### src/rtl/uart_cmd_ctrl_pkg.sv
// Shared constants, state encoding and checksum helper for the UART command frame parser.
package uart_cmd_ctrl_pkg;

  localparam logic [7:0] SOF_BYTE = 8'hA5;
  localparam logic [7:0] CMD_WR   = 8'h57;
  localparam logic [7:0] CMD_RD   = 8'h52;

  localparam logic [1:0] ERR_CSUM    = 2'b01;
  localparam logic [1:0] ERR_CMD     = 2'b10;
  localparam logic [1:0] ERR_TIMEOUT = 2'b11;

  typedef enum logic [2:0] {
    S_IDLE = 3'd0,
    S_CMD  = 3'd1,
    S_ADDR = 3'd2,
    S_DATA = 3'd3,
    S_CSUM = 3'd4
  } state_t;

  function automatic logic [7:0] frame_csum(input logic [7:0] cmd, input logic [7:0] addr,
                                            input logic [7:0] data);
    return cmd ^ addr ^ data;
  endfunction

endpackage

### src/rtl/uart_cmd_ctrl_if.sv
// Byte-stream input and register-strobe outputs of the command parser, grouped as one bundle.
interface uart_cmd_ctrl_if;
  logic       i_Rx_DV;
  logic [7:0] i_Rx_Byte;
  logic       o_Wr_En;
  logic [7:0] o_Wr_Addr;
  logic [7:0] o_Wr_Data;
  logic       o_Rd_En;
  logic [7:0] o_Rd_Addr;
  logic       o_Frame_Err;
  logic [1:0] o_Err_Code;
  logic       o_Busy;

  modport master (
    output i_Rx_DV, i_Rx_Byte,
    input  o_Wr_En, o_Wr_Addr, o_Wr_Data, o_Rd_En, o_Rd_Addr, o_Frame_Err, o_Err_Code, o_Busy
  );

  modport slave (
    input  i_Rx_DV, i_Rx_Byte,
    output o_Wr_En, o_Wr_Addr, o_Wr_Data, o_Rd_En, o_Rd_Addr, o_Frame_Err, o_Err_Code, o_Busy
  );
endinterface

### src/rtl/uart_cmd_timeout.sv
// Saturating inter-byte gap counter; o_expire flags the last permitted idle clock.
module uart_cmd_timeout #(
  parameter int TIMEOUT_CLKS = 34720
) (
  input  logic i_Clock,
  input  logic i_Reset,
  input  logic clr,
  output logic expire
);
  localparam int CW = $clog2(TIMEOUT_CLKS + 1);
  localparam logic [CW-1:0] CNT_MAX = CW'(TIMEOUT_CLKS);
  localparam logic [CW-1:0] CNT_EXP = CW'(TIMEOUT_CLKS - 1);

  logic [CW-1:0] cnt;

  always_ff @(posedge i_Clock) begin
    if (i_Reset)
      cnt <= '0;
    else if (clr)
      cnt <= '0;
    else if (cnt != CNT_MAX)
      cnt <= cnt + 1'b1;
  end

  assign expire = (cnt == CNT_EXP);
endmodule

### src/rtl/uart_cmd_ctrl.sv
// Assembles 5-byte SOF/CMD/ADDR/DATA/CSUM frames and issues one-cycle register strobes.
//  state  | meaning
//  S_IDLE | hunting for SOF 0xA5, other bytes ignored
//  S_CMD  | waiting for command byte
//  S_ADDR | waiting for address byte
//  S_DATA | waiting for data byte
//  S_CSUM | waiting for checksum; frame verdict issued on acceptance
module uart_cmd_ctrl
  import uart_cmd_ctrl_pkg::*;
#(
  parameter int TIMEOUT_CLKS = 34720
) (
  input logic            i_Clock,
  input logic            i_Reset,
  uart_cmd_ctrl_if.slave bus
);
  state_t     state, state_nxt;
  logic [7:0] cmd_q, addr_q, data_q, cmd_d, addr_d, data_d;
  logic       wr_en_q, rd_en_q, err_q, wr_en_d, rd_en_d, err_d;
  logic [7:0] wr_addr_q, wr_data_q, rd_addr_q, wr_addr_d, wr_data_d, rd_addr_d;
  logic [1:0] err_code_q, err_code_d;
  logic       rx_dv, tmo_clr, tmo_expire;
  logic [7:0] rx_byte;

  assign rx_dv   = bus.i_Rx_DV;
  assign rx_byte = bus.i_Rx_Byte;
  assign tmo_clr = (state == S_IDLE) || rx_dv;

  uart_cmd_timeout #(.TIMEOUT_CLKS(TIMEOUT_CLKS)) u_timeout (
    .i_Clock (i_Clock),
    .i_Reset (i_Reset),
    .clr     (tmo_clr),
    .expire  (tmo_expire)
  );

  always_ff @(posedge i_Clock) begin
    if (i_Reset) begin
      state      <= S_IDLE;
      cmd_q      <= '0;
      addr_q     <= '0;
      data_q     <= '0;
      wr_en_q    <= 1'b0;
      rd_en_q    <= 1'b0;
      err_q      <= 1'b0;
      wr_addr_q  <= '0;
      wr_data_q  <= '0;
      rd_addr_q  <= '0;
      err_code_q <= '0;
    end else begin
      state      <= state_nxt;
      cmd_q      <= cmd_d;
      addr_q     <= addr_d;
      data_q     <= data_d;
      wr_en_q    <= wr_en_d;
      rd_en_q    <= rd_en_d;
      err_q      <= err_d;
      wr_addr_q  <= wr_addr_d;
      wr_data_q  <= wr_data_d;
      rd_addr_q  <= rd_addr_d;
      err_code_q <= err_code_d;
    end
  end

  always_comb begin
    state_nxt  = state;
    cmd_d      = cmd_q;
    addr_d     = addr_q;
    data_d     = data_q;
    wr_en_d    = 1'b0;
    rd_en_d    = 1'b0;
    err_d      = 1'b0;
    wr_addr_d  = wr_addr_q;
    wr_data_d  = wr_data_q;
    rd_addr_d  = rd_addr_q;
    err_code_d = err_code_q;
    case (state)
      S_IDLE: if (rx_dv && rx_byte == SOF_BYTE) state_nxt = S_CMD;
      S_CMD:  if (rx_dv) begin cmd_d  = rx_byte; state_nxt = S_ADDR; end
      S_ADDR: if (rx_dv) begin addr_d = rx_byte; state_nxt = S_DATA; end
      S_DATA: if (rx_dv) begin data_d = rx_byte; state_nxt = S_CSUM; end
      S_CSUM: if (rx_dv) begin
        state_nxt = S_IDLE;
        if (rx_byte != frame_csum(cmd_q, addr_q, data_q)) begin
          err_d      = 1'b1;
          err_code_d = ERR_CSUM;
        end else if (cmd_q == CMD_WR) begin
          wr_en_d   = 1'b1;
          wr_addr_d = addr_q;
          wr_data_d = data_q;
        end else if (cmd_q == CMD_RD) begin
          rd_en_d   = 1'b1;
          rd_addr_d = addr_q;
        end else begin
          err_d      = 1'b1;
          err_code_d = ERR_CMD;
        end
      end
      default: state_nxt = S_IDLE;
    endcase
    // A byte on the expiry cycle is accepted above, so expiry only acts without rx_dv.
    if (state inside {S_CMD, S_ADDR, S_DATA, S_CSUM} && !rx_dv && tmo_expire) begin
      state_nxt  = S_IDLE;
      err_d      = 1'b1;
      err_code_d = ERR_TIMEOUT;
    end
  end

  assign bus.o_Wr_En     = wr_en_q;
  assign bus.o_Wr_Addr   = wr_addr_q;
  assign bus.o_Wr_Data   = wr_data_q;
  assign bus.o_Rd_En     = rd_en_q;
  assign bus.o_Rd_Addr   = rd_addr_q;
  assign bus.o_Frame_Err = err_q;
  assign bus.o_Err_Code  = err_code_q;
  assign bus.o_Busy      = (state != S_IDLE);
endmodule

### src/flat_wrapper.sv
// flat-port wrapper written by rule: the top's interface ports become plain ports
module uart_cmd_ctrl_flat import uart_cmd_ctrl_pkg::*;
#(
  parameter int TIMEOUT_CLKS = 34720
)
  (i_Clock, i_Reset, bus_i_Rx_DV, bus_i_Rx_Byte, bus_o_Wr_En, bus_o_Wr_Addr, bus_o_Wr_Data, bus_o_Rd_En, bus_o_Rd_Addr, bus_o_Frame_Err, bus_o_Err_Code, bus_o_Busy);
  uart_cmd_ctrl_if bus_i ();
  input logic i_Clock;
  input logic i_Reset;
  input wire logic [$bits(bus_i.i_Rx_DV)-1:0] bus_i_Rx_DV;
  input wire logic [$bits(bus_i.i_Rx_Byte)-1:0] bus_i_Rx_Byte;
  output wire logic [$bits(bus_i.o_Wr_En)-1:0] bus_o_Wr_En;
  output wire logic [$bits(bus_i.o_Wr_Addr)-1:0] bus_o_Wr_Addr;
  output wire logic [$bits(bus_i.o_Wr_Data)-1:0] bus_o_Wr_Data;
  output wire logic [$bits(bus_i.o_Rd_En)-1:0] bus_o_Rd_En;
  output wire logic [$bits(bus_i.o_Rd_Addr)-1:0] bus_o_Rd_Addr;
  output wire logic [$bits(bus_i.o_Frame_Err)-1:0] bus_o_Frame_Err;
  output wire logic [$bits(bus_i.o_Err_Code)-1:0] bus_o_Err_Code;
  output wire logic [$bits(bus_i.o_Busy)-1:0] bus_o_Busy;
  assign bus_i.i_Rx_DV = bus_i_Rx_DV;
  assign bus_i.i_Rx_Byte = bus_i_Rx_Byte;
  assign bus_o_Wr_En = bus_i.o_Wr_En;
  assign bus_o_Wr_Addr = bus_i.o_Wr_Addr;
  assign bus_o_Wr_Data = bus_i.o_Wr_Data;
  assign bus_o_Rd_En = bus_i.o_Rd_En;
  assign bus_o_Rd_Addr = bus_i.o_Rd_Addr;
  assign bus_o_Frame_Err = bus_i.o_Frame_Err;
  assign bus_o_Err_Code = bus_i.o_Err_Code;
  assign bus_o_Busy = bus_i.o_Busy;
  uart_cmd_ctrl #(.TIMEOUT_CLKS(TIMEOUT_CLKS)) u_core (.i_Clock(i_Clock), .i_Reset(i_Reset), .bus(bus_i));
endmodule
### config.mk
export PLATFORM = sky130hd
export DESIGN_NAME = uart_cmd_ctrl_flat
export DESIGN_NICKNAME = d
export VERILOG_FILES = /design/src/rtl/uart_cmd_ctrl_pkg.sv /design/src/rtl/uart_cmd_ctrl_if.sv /design/src/rtl/uart_cmd_timeout.sv /design/src/rtl/uart_cmd_ctrl.sv /design/src/flat_wrapper.sv
export SDC_FILE = /design/constraint.sdc
export NUM_CORES = 1
export LEC_CHECK = 0
export ABC_AREA = 0
export BUFFER_PORTS_ARGS = -buffer_cell sky130_fd_sc_hd__buf_2
export CAP_MARGIN = 20
export CORE_MARGIN = 4
export CORE_UTILIZATION = 52
export CTS_CLUSTER_SIZE = 28
export DETAILED_ROUTE_END_ITERATION = 8
export PLACE_DENSITY = 0.75
export SLEW_MARGIN = 20
export SYNTH_ARGS = -nofsm -noshare
export SYNTH_HDL_FRONTEND = slang
export SYNTH_SLANG_ARGS = --single-unit
### constraint.sdc
create_clock -name i_Clock -period 1.7 [get_ports i_Clock]
set_clock_uncertainty 0.15 [all_clocks]
set_input_delay 0.17 -clock i_Clock [delete_from_list [all_inputs] [get_ports i_Clock]]
set_output_delay 0.17 -clock i_Clock [all_outputs]
set_load 0.005 [all_outputs]
==> run summary, run 1 <==
Core area = 6310 um2
Die X-Extent = 88.6 um
Synth top area share = 42.7%
Synthesis warning total = 0
Crit Path Class = flip-flop to flip-flop
Fin. Hold Viols = 0
Global-route wire length before repair = 14.1 mm
Post-Layout Inst Area = 4630 um2
Hold slack = 0.0141 ns
Clock sinks = 72
Rel. slew slack = 70.3%
Total GRT Usage = 23.4%
Insertion delay to the later sink of the worst-skew pair = 0.35 ns
Yosys top cell by area = dfxtp_1
Worst-path clk slew = 0.08 ns
Area grow syn2layout = 37.2%
Drt initial violations = 228
Hold Crit Class = primary input to flip-flop
Initial antenna violation count = 0
Worst path required time = 1.80 ns
Synth area leaders = dfxtp_1, a21oi_1, xnor2_1, nand2_1, nand4_1
Register area share after synthesis = 42.7%
Routability congestion estimate = 0.855
Max VDD drop = 0.559 mV
Overflow after GRT = 0
CTS tree = yes
Critical path peak fanout = 4
Nets = 489
Fraction of layout cells with a size suffix above 1 = 38.5%
Area of the mapped netlist = 3380 um2
Vias per Instance = 5.78
Slew Viols, Final = 0
Tcrit/Tclk final = 108%
Mapped Nets = 397
Die H = 88.6 um
#FFs+latches synth = 72
Drt first pass iters = 5
Tmin final = 1.84 ns
Final Setup Violations = 33
Core Rows = 29
Antenna-violating nets left = 0
FF-to-FF Start = u_core.addr_q[6]
Critical Path Source Type = flip-flop
Worst Path Arrival = 1.94 ns
Leak = 1.75 nW
Cells after synthesis = 384
PortBufs = 40
Placed cell areas = 4060 um2
Clk buf depth = 2
Failing checks = setup timing
Post-CTS repair timing setup buffer count = 0
Die area = 7850 um2
Peak Freq = 543 MHz
Power Total = 0.00339 W
Worst-margin pin slew = 0.439 ns
Max Cap Violations = 0
CP Capture Type = flip-flop
Largest net degree at the start of global routing = 25
Syn_area_per_cell = 8.79 um2
Post-synth cell types = 43
Initial Util = 53.5%
WL final = 9.39 mm
RSZ-0062 raised after global routing = true
DP Worst Slack = -0.247 ns
Drt drc = 0
Smallest setup slack after layout = -0.140 ns
Post-DP HPWL = 6.06 mm
Power Density = 733 nW/um2
Status = finished, violations left
Fill count = 428
Hold_sp = bus_i_Rx_Byte[7]
CTS Buf Count = 9
Crit path from = u_core.addr_q[6]
Diodes inserted = 0
WL/cell = 16.8 um
IO Count = 41
Vias = 3228
Vias in the first global route = 2983
Max H-tree Level = 3
Root Buffer = clkbuf_8
-- synth_stat cells, drive strengths merged --
cell and instances:
nand3 12, mux2i 8, and4b 2, and4bb 2
and4 3, a21oi 46, buf 17, and3 3
xnor2 26, nor2b 2, nor2 31, a2111oi 1
a221oi 1, or3 2, nor3 6, nand2 49
nand2b 2, clkbuf 11, a31oi 1, and3b 1
ha 2, xor2 14, or3b 1, or2 2
nand3b 1, or4b 1, nor4b 2, o21ba 1
o31ai 24, nand4 28, o21ai 2, nor4 4
o31a 1, dfxtp 72, inv 3
-- power by group --
part           internal (W)  leakage [nW]  switching [W]
clock              0.000904         0.119       0.000649
combinational     0.0000633          1.04      0.0000928
sequential          0.00168         0.585    0.000000254
total               0.00265          1.75       0.000742
-- critical path, stage by stage, from the launching register on --
cell and delay, ns:
dfxtp_1 0.34, xnor2_2 0.24, xnor2_2 0.17, nand4_4 0.22, buf_6 0.18, o31a_1 0.27, o21ba_1 0.16
-- per-stage QoR --
step,setup TNS (ns),std cells,util [%]
detailed placement,-3.68,537,64.3
floorplan,-0.852,384,-
global placement,-2.40,537,64.3
global route,-5.50,558,73.4
finish,-2.65,558,73.4
CTS,-1.83,555,69.6
-- sequential cells by signal, summed over array words and instances, names as in the netlist --
name / cells
u_core.state: 3
u_core.bus.o_Rd_Addr: 8
u_core.bus.o_Wr_Addr: 8
u_core.bus.o_Wr_En: 1
u_core.bus.o_Err_Code: 2
u_core.cmd_q: 8
u_core.bus.o_Frame_Err: 1
u_core.addr_q: 8
u_core.bus.o_Wr_Data: 8
u_core.bus.o_Rd_En: 1
u_core.data_q: 8
u_core.u_timeout.cnt: 16
-- cell type report --
cell class	instances	area (um2)	area share, %
multi-input cells	281	2020	43.6
flip-flops and latches	72	1460	31.4
repair buffers	109	821	17.7
clock buffers	11	151	3.27
well taps	77	96.3	2.08
clock inverters	5	78.8	1.70
inverters	3	11.3	0.243
-- worst paths after layout --
kind,cells after the start,slack (ns),end
hold / removal,3,0.01,u_core.addr_q[7]
setup reg to reg,6,-0.14,u_core.bus.o_Frame_Err
setup / recovery,6,-0.14,u_core.bus.o_Frame_Err
hold reg to reg,2,0.32,u_core.bus.o_Wr_Addr[3]
-- cell families (layout without fill, tap and decap cells) --
| logic type | Yosys count | after routing | synth area share (%) |
|---|---|---|---|
| AND/OR/NAND/NOR | 154 | 154 | 24.1 |
| flip-flops | 72 | 72 | 42.7 |
| multiplexers | 8 | 8 | 2.37 |
| AO/OA/AOI/OAI | 77 | 77 | 15.2 |
| XOR/XNOR | 40 | 40 | 10.4 |
| buffers and inverters | 31 | 128 | 4.56 |
| adder cells (fa/ha/maj) | 2 | 2 | 0.741 |
-- what timing repair did --
| action | in CTS | in global routing |
|---|---|---|
| setup endpoints to repair | 36 | 40 |
| pin swaps | 12 | 5 |
| gates cloned | 0 | 3 |
| resized for setup | 23 | 40 |
| hold buffers | 2 | 0 |
| hold endpoints to repair | 5 | 0 |
-- layer usage --
| metal | global-route usage (%) | vias to the layer above | share of wire [%] |
|---|---|---|---|
| met3 | 4.00 | 17 | 5.4 |
| met5 | 0 | - | 0 |
| met1 | 30.3 | 1546 | 43 |
| met2 | 37.9 | 119 | 50 |
| li1 | - | 1546 | - |
| met4 | 11.1 | 0 | 2.2 |
-- cells in the final DEF (no fill, tap or decap), types with 8 or more instances in the layout --
cell	n
a21oi_1	45
nor2_1	30
dfxtp_2	11
dfxtp_1	61
buf_2	40
xnor2_2	12
xnor2_1	14
mux2i_1	8
nand3_1	10
o31ai_1	10
o31ai_2	12
clkbuf_8	11
nand4_1	26
nand2_1	48
buf_4	55
xor2_1	12
Note: power is estimated with default switching activity, not from simulation.
==> inputs of run 2 (changes only) <==
--- a/config.mk
+++ b/config.mk
@@ -6,13 +6,13 @@
 export NUM_CORES = 1
 export LEC_CHECK = 0
 export ABC_AREA = 0
-export BUFFER_PORTS_ARGS = -buffer_cell sky130_fd_sc_hd__buf_2
 export CAP_MARGIN = 20
 export CORE_MARGIN = 4
-export CORE_UTILIZATION = 52
+export CORE_UTILIZATION = 53
 export CTS_CLUSTER_SIZE = 28
 export DETAILED_ROUTE_END_ITERATION = 8
-export PLACE_DENSITY = 0.75
+export DONT_BUFFER_PORTS = 1
+export PLACE_DENSITY = 0.71
 export SLEW_MARGIN = 20
 export SYNTH_ARGS = -nofsm -noshare
 export SYNTH_HDL_FRONTEND = slang
==> run 2 against run 1 <==
Register-to-register slack about the same. Sequential power about the same. Core utilization down 1.3 points. Critical path depth unchanged. Final cell count down 10%. Setup slack worse by 0.0035 ns. The flow finishes with violations (hold timing, setup timing).
==> run summary, run 2 (synthesized netlist as in run 1, its figures left out) <==
Status = finished, violations left
Failing checks = hold timing, setup timing
Rel. slew slack = 62.0%
Core area = 6060 um2
Met2 Use GR = 36.2%
Routability congestion estimate = 0.794
Critical Path Source Type = flip-flop
Clock sinks = 72
Insertion delay to the later sink of the worst-skew pair = 0.35 ns
Commonest cells after routing, fill and taps aside = dfxtp_1, nand2_1, a21oi_1, buf_4, nor2_1
Max Cap Violations = 0
Leak = 1.48 nW
Worst-path clk slew = 0.08 ns
Worst path required time = 1.79 ns
Gr busiest metal = met2
RSZ-0062 raised after global routing = true
IO Count = 41
WL final = 8.69 mm
Overflow after GRT = 0
Drt initial violations = 180
Smallest setup slack after layout = -0.144 ns
Vias = 2959
Layout Utilization = 72.0%
Hold_buf cts = 1
Max VDD drop = 0.544 mV
PortBufs = 0
Diodes inserted = 0
Area grow syn2layout = 29.3%
Die X-Extent = 87.8 um
Vias in the first global route = 2830
Worst-margin pin slew = 0.564 ns
Met3 Use GR = 5.83%
Largest Register = u_core.u_timeout.cnt
Peak Freq = 542 MHz
Power Total = 0.00328 W
Nets = 433
Drt first pass iters = 5
Tcrit/Tclk final = 108%
Root Buffer = clkbuf_8
CP Capture Type = flip-flop
Worst Path Arrival = 1.93 ns
Drt drc = 0
Global-route wire length before repair = 14.1 mm
Antenna-violating nets left = 0
Clk buf depth = 2
Power Density = 752 nW/um2
Critical path peak fanout = 24
Hold Crit Class = primary input to flip-flop
Most common cell after layout, fill and taps aside = dfxtp_1
Vias per Instance = 5.92
Crit Path Class = flip-flop to flip-flop
Slew Viols, Final = 0
WL/cell = 17.4 um
Max FFs per register = 16
Fraction of layout cells with a size suffix above 1 = 34.6%
Post-DP HPWL = 5.53 mm
CTS Buf Count = 9
Initial Util = 55.7%
Largest net degree at the start of global routing = 58
Total GRT Usage = 23.7%
Core Rows = 28
Tmin final = 1.84 ns
Routing usage on met1 = 31.6%
Fin. Hold Viols = 56
Final Setup Violations = 32
Die H = 87.8 um
Hold slack = -0.268 ns
DP Worst Slack = -0.0873 ns
CTS tree = yes
Die area = 7710 um2
Initial antenna violation count = 0
Max H-tree Level = 3
-- run 2: through the flow --
stage                     area, um2  std cells  TNS [ns]
after CTS                      4170        500    -0.535
after floorplan                3430        384    -0.852
final                          4370        500     -2.49
after detailed placement       3770        481     -1.73
after global placement         3770        481    -0.456
after global routing           4370        500     -4.92
-- run 2: worst paths after layout --
path                                       start                      end  slack, ns  cells past startpoint
worst min-delay path                     i_Reset          u_core.cmd_q[7]      -0.27                      1
worst max-delay path            u_core.data_q[6]  u_core.bus.o_Rd_Addr[3]      -0.14                      6
worst min register to register   u_core.cmd_q[4]          u_core.cmd_q[4]       0.32                      2
worst max register to register  u_core.data_q[6]  u_core.bus.o_Rd_Addr[3]      -0.14                      6
-- run 2: final cells by class --
type / instances / area [um2]
Multi-Input combinational cell: 281 / 2080
Fill cell: 431 / 1700
Sequential cell: 72 / 1460
Timing Repair Buffer: 53 / 497
Clock buffer: 11 / 141
Tap cell: 75 / 93.8
Clock inverter: 5 / 80.1
Inverter: 3 / 11.3
-- run 2: power by group --
group	total (W)	switching [W]	leakage, nW	internal (W)
clock network	0.00152	0.000654	0.106	0.000864
logic	0.0000778	0.0000433	0.790	0.0000345
registers	0.00168	0.000000273	0.588	0.00168
total	0.00328	0.000698	1.48	0.00258
-- run 2: critical path: stages (launching register included) --
cell	delay, ns
dfxtp_2	0.34
xnor2_1	0.14
xnor2_1	0.27
nand4_2	0.21
buf_12	0.23
o31ai_2	0.29
a21oi_1	0.10
-- run 2: timing repair --
action / 4_1_cts / 5_1_grt
setup endpoints to repair: 35 / 45
pin swaps: 12 / 6
setup buffers: 1 / 0
resized for setup: 40 / 39
endpoints found under the hold margin: 57 / 56
cloned: 1 / 0
-- run 2: routing by layer --
| layer | routed length, um | vias to the layer above |
|---|---|---|
| li1 | - | 1438 |
| met3 | 568 | 15 |
| met2 | 4110 | 89 |
| met5 | 0 | - |
| met1 | 3850 | 1417 |
| met4 | 152 | 0 |
==> inputs of run 3 (changes only) <==
--- a/config.mk
+++ b/config.mk
@@ -12,7 +12,7 @@
 export CTS_CLUSTER_SIZE = 28
 export DETAILED_ROUTE_END_ITERATION = 8
 export DONT_BUFFER_PORTS = 1
-export PLACE_DENSITY = 0.71
+export PLACE_DENSITY = 0.75
 export SLEW_MARGIN = 20
 export SYNTH_ARGS = -nofsm -noshare
 export SYNTH_HDL_FRONTEND = slang
==> run 3 against run 2 <==
Combinational power increased by 110%. Fmax decreased by 3.2%. Core utilization increased by 3.9 points. Power increased by 3.9%. Hold slack improved by 0.32 ns. Largest cell class unchanged. Global-route usage increased by 1.6 points. Sequential power about the same. Wire length increased by 23%. Cell area increased by 5.4%. Setup slack got worse by 0.061 ns. Non-clock buffer count increased by 17. Highest routed layer unchanged. The run ends with setup timing left. Clock power increased by 3%.
==> run summary, run 3 (synthesized netlist as in run 1, its figures left out) <==
Status = finished, violations left
Failing checks = setup timing
Drt first pass iters = 5
Rel. slew slack = 67.8%
Post-DP HPWL = 5.68 mm
Worst path required time = 1.78 ns
Smallest setup slack after layout = -0.205 ns
Clk buf depth = 2
Slew Viols, Final = 0
Final Setup Violations = 29
CTS tree = yes
Insertion delay to the later sink of the worst-skew pair = 0.37 ns
Initial Util = 55.7%
Vias = 3340
Nets = 450
Hold Crit Class = primary input to flip-flop
Die H = 87.8 um
Final TNS setup = -4.68 ns
Peak Freq = 525 MHz
Crit Path Class = flip-flop to flip-flop
Cells after DPL = 483
Tcrit/Tclk final = 112%
Max H-tree Level = 3
Crit path from = u_core.cmd_q[1]
Tmin final = 1.90 ns
CP endpoint = u_core.bus.o_Err_Code[0]
IO Count = 41
Total GRT Usage = 25.2%
R2R Path End = u_core.bus.o_Err_Code[0]
Worst-path clk slew = 0.09 ns
Max Cap Violations = 0
Antenna-violating nets left = 0
Most common cell after layout, fill and taps aside = dfxtp_1
Worst Path Arrival = 1.99 ns
WL/cell = 20.7 um
CP Capture Type = flip-flop
Critical path peak fanout = 3
Root Buffer = clkbuf_8
Global-route wire length before repair = 14.8 mm
WHS Path Cells = 4
Max FFs per register = 16
RSZ-0062 raised after global routing = true
Routability congestion estimate = 0.850
Max VDD drop = 0.519 mV
Critical Path Source Type = flip-flop
Final Non-Filler Cells = 517
DP Worst Slack = -0.213 ns
Commonest cells after routing, fill and taps aside = dfxtp_1, nand2_1, buf_4, a21oi_1, nor2_1
Reg2reg setup slack = -0.20 ns
Diodes inserted = 0
Worst-margin pin slew = 0.476 ns
Hold_sp = bus_i_Rx_Byte[6]
Largest Register = u_core.u_timeout.cnt
Overflow after GRT = 0
CTS Buf Count = 9
Leak = 1.61 nW
Core Rows = 28
Vias per Instance = 6.46
Worst Reg-to-Reg Cells = 6
PortBufs = 0
Die X-Extent = 87.8 um
Power Density = 740 nW/um2
Die area = 7710 um2
Fin. Hold Viols = 0
Area grow syn2layout = 36.3%
Clock sinks = 72
Largest net degree at the start of global routing = 58
Core area = 6060 um2
WL final = 10.7 mm
Vias in the first global route = 2980
Drt initial violations = 344
Fraction of layout cells with a size suffix above 1 = 35.3%
Drt drc = 0
FF-to-FF Start = u_core.cmd_q[1]
Initial antenna violation count = 0
run 3: changes by cell type in the layout (fill, tap and decap cells not counted), sizes merged:
| cell | delta |
|---|---|
| inv | +1 |
| dlygate4sd3 | +10 |
| clkinv | +1 |
| clkinvlp | -2 |
| buf | +6 |
| clkbuf | +1 |
run 3: stage by stage:
step / instance area, um2 / hold slack (ns) / total power, W / utilization (%)
2_1_floorplan: 3430 / 0.156 / 0.00179 / -
3_3_place_gp: 3800 / 0.100 / 0.00179 / 62.7
3_5_place_dp: 3800 / 0.102 / 0.00179 / 62.7
4_1_cts: 4310 / 0.0546 / 0.00336 / 71.1
5_1_grt: 4600 / 0.0591 / 0.00350 / 75.9
6_report: 4600 / 0.0543 / 0.00341 / 75.9
run 3: worst min-delay path by stage:
stage / end / slack (ns)
floorplan: u_core.cmd_q[0] / 0.16
global placement: u_core.cmd_q[2] / 0.10
detailed placement: u_core.cmd_q[2] / 0.10
CTS: u_core.state[0] / 0.05
global route: u_core.state[0] / 0.06
finish: u_core.state[0] / 0.05
run 3: repair_timing:
| action | 4_1_cts | 5_1_grt |
|---|---|---|
| setup buffers | 3 | 1 |
| endpoints found under the hold margin | 59 | 0 |
| setup endpoints to repair | 35 | 43 |
| resized for setup | 32 | 50 |
| pin swaps | 13 | 12 |
| cloned | 1 | 1 |
| hold buffers | 12 | 0 |
run 3: final cells by class:
type	instances	area, um2
clock buffers	11	141
clock inverters	5	78.8
fillers	369	1460
inverters	3	11.3
multi-input cells	281	2130
flip-flops and latches	72	1460
well taps	75	93.8
repair buffers	70	689
run 3: critical path, cell delays in order (launching register included):
cell,delay (ns)
dfxtp_1,0.35
xnor2_1,0.29
xnor2_2,0.19
nand4_2,0.20
buf_4,0.18
o21ai_0,0.28
a21oi_1,0.13
run 3: report_power, final:
group,internal (W),switching [W]
clock,0.000868,0.000697
sequential,0.00168,0.000000287
combinational,0.0000704,0.0000893
total,0.00262,0.000787
run 3: per-layer routing:
layer	wire [um]	part of all wire, %	GRT usage (%)
met1	3980	37	30.7
met2	5090	48	41.3
met3	1040	9.7	6.96
met4	599	5.6	11.7
met5	0	0	0
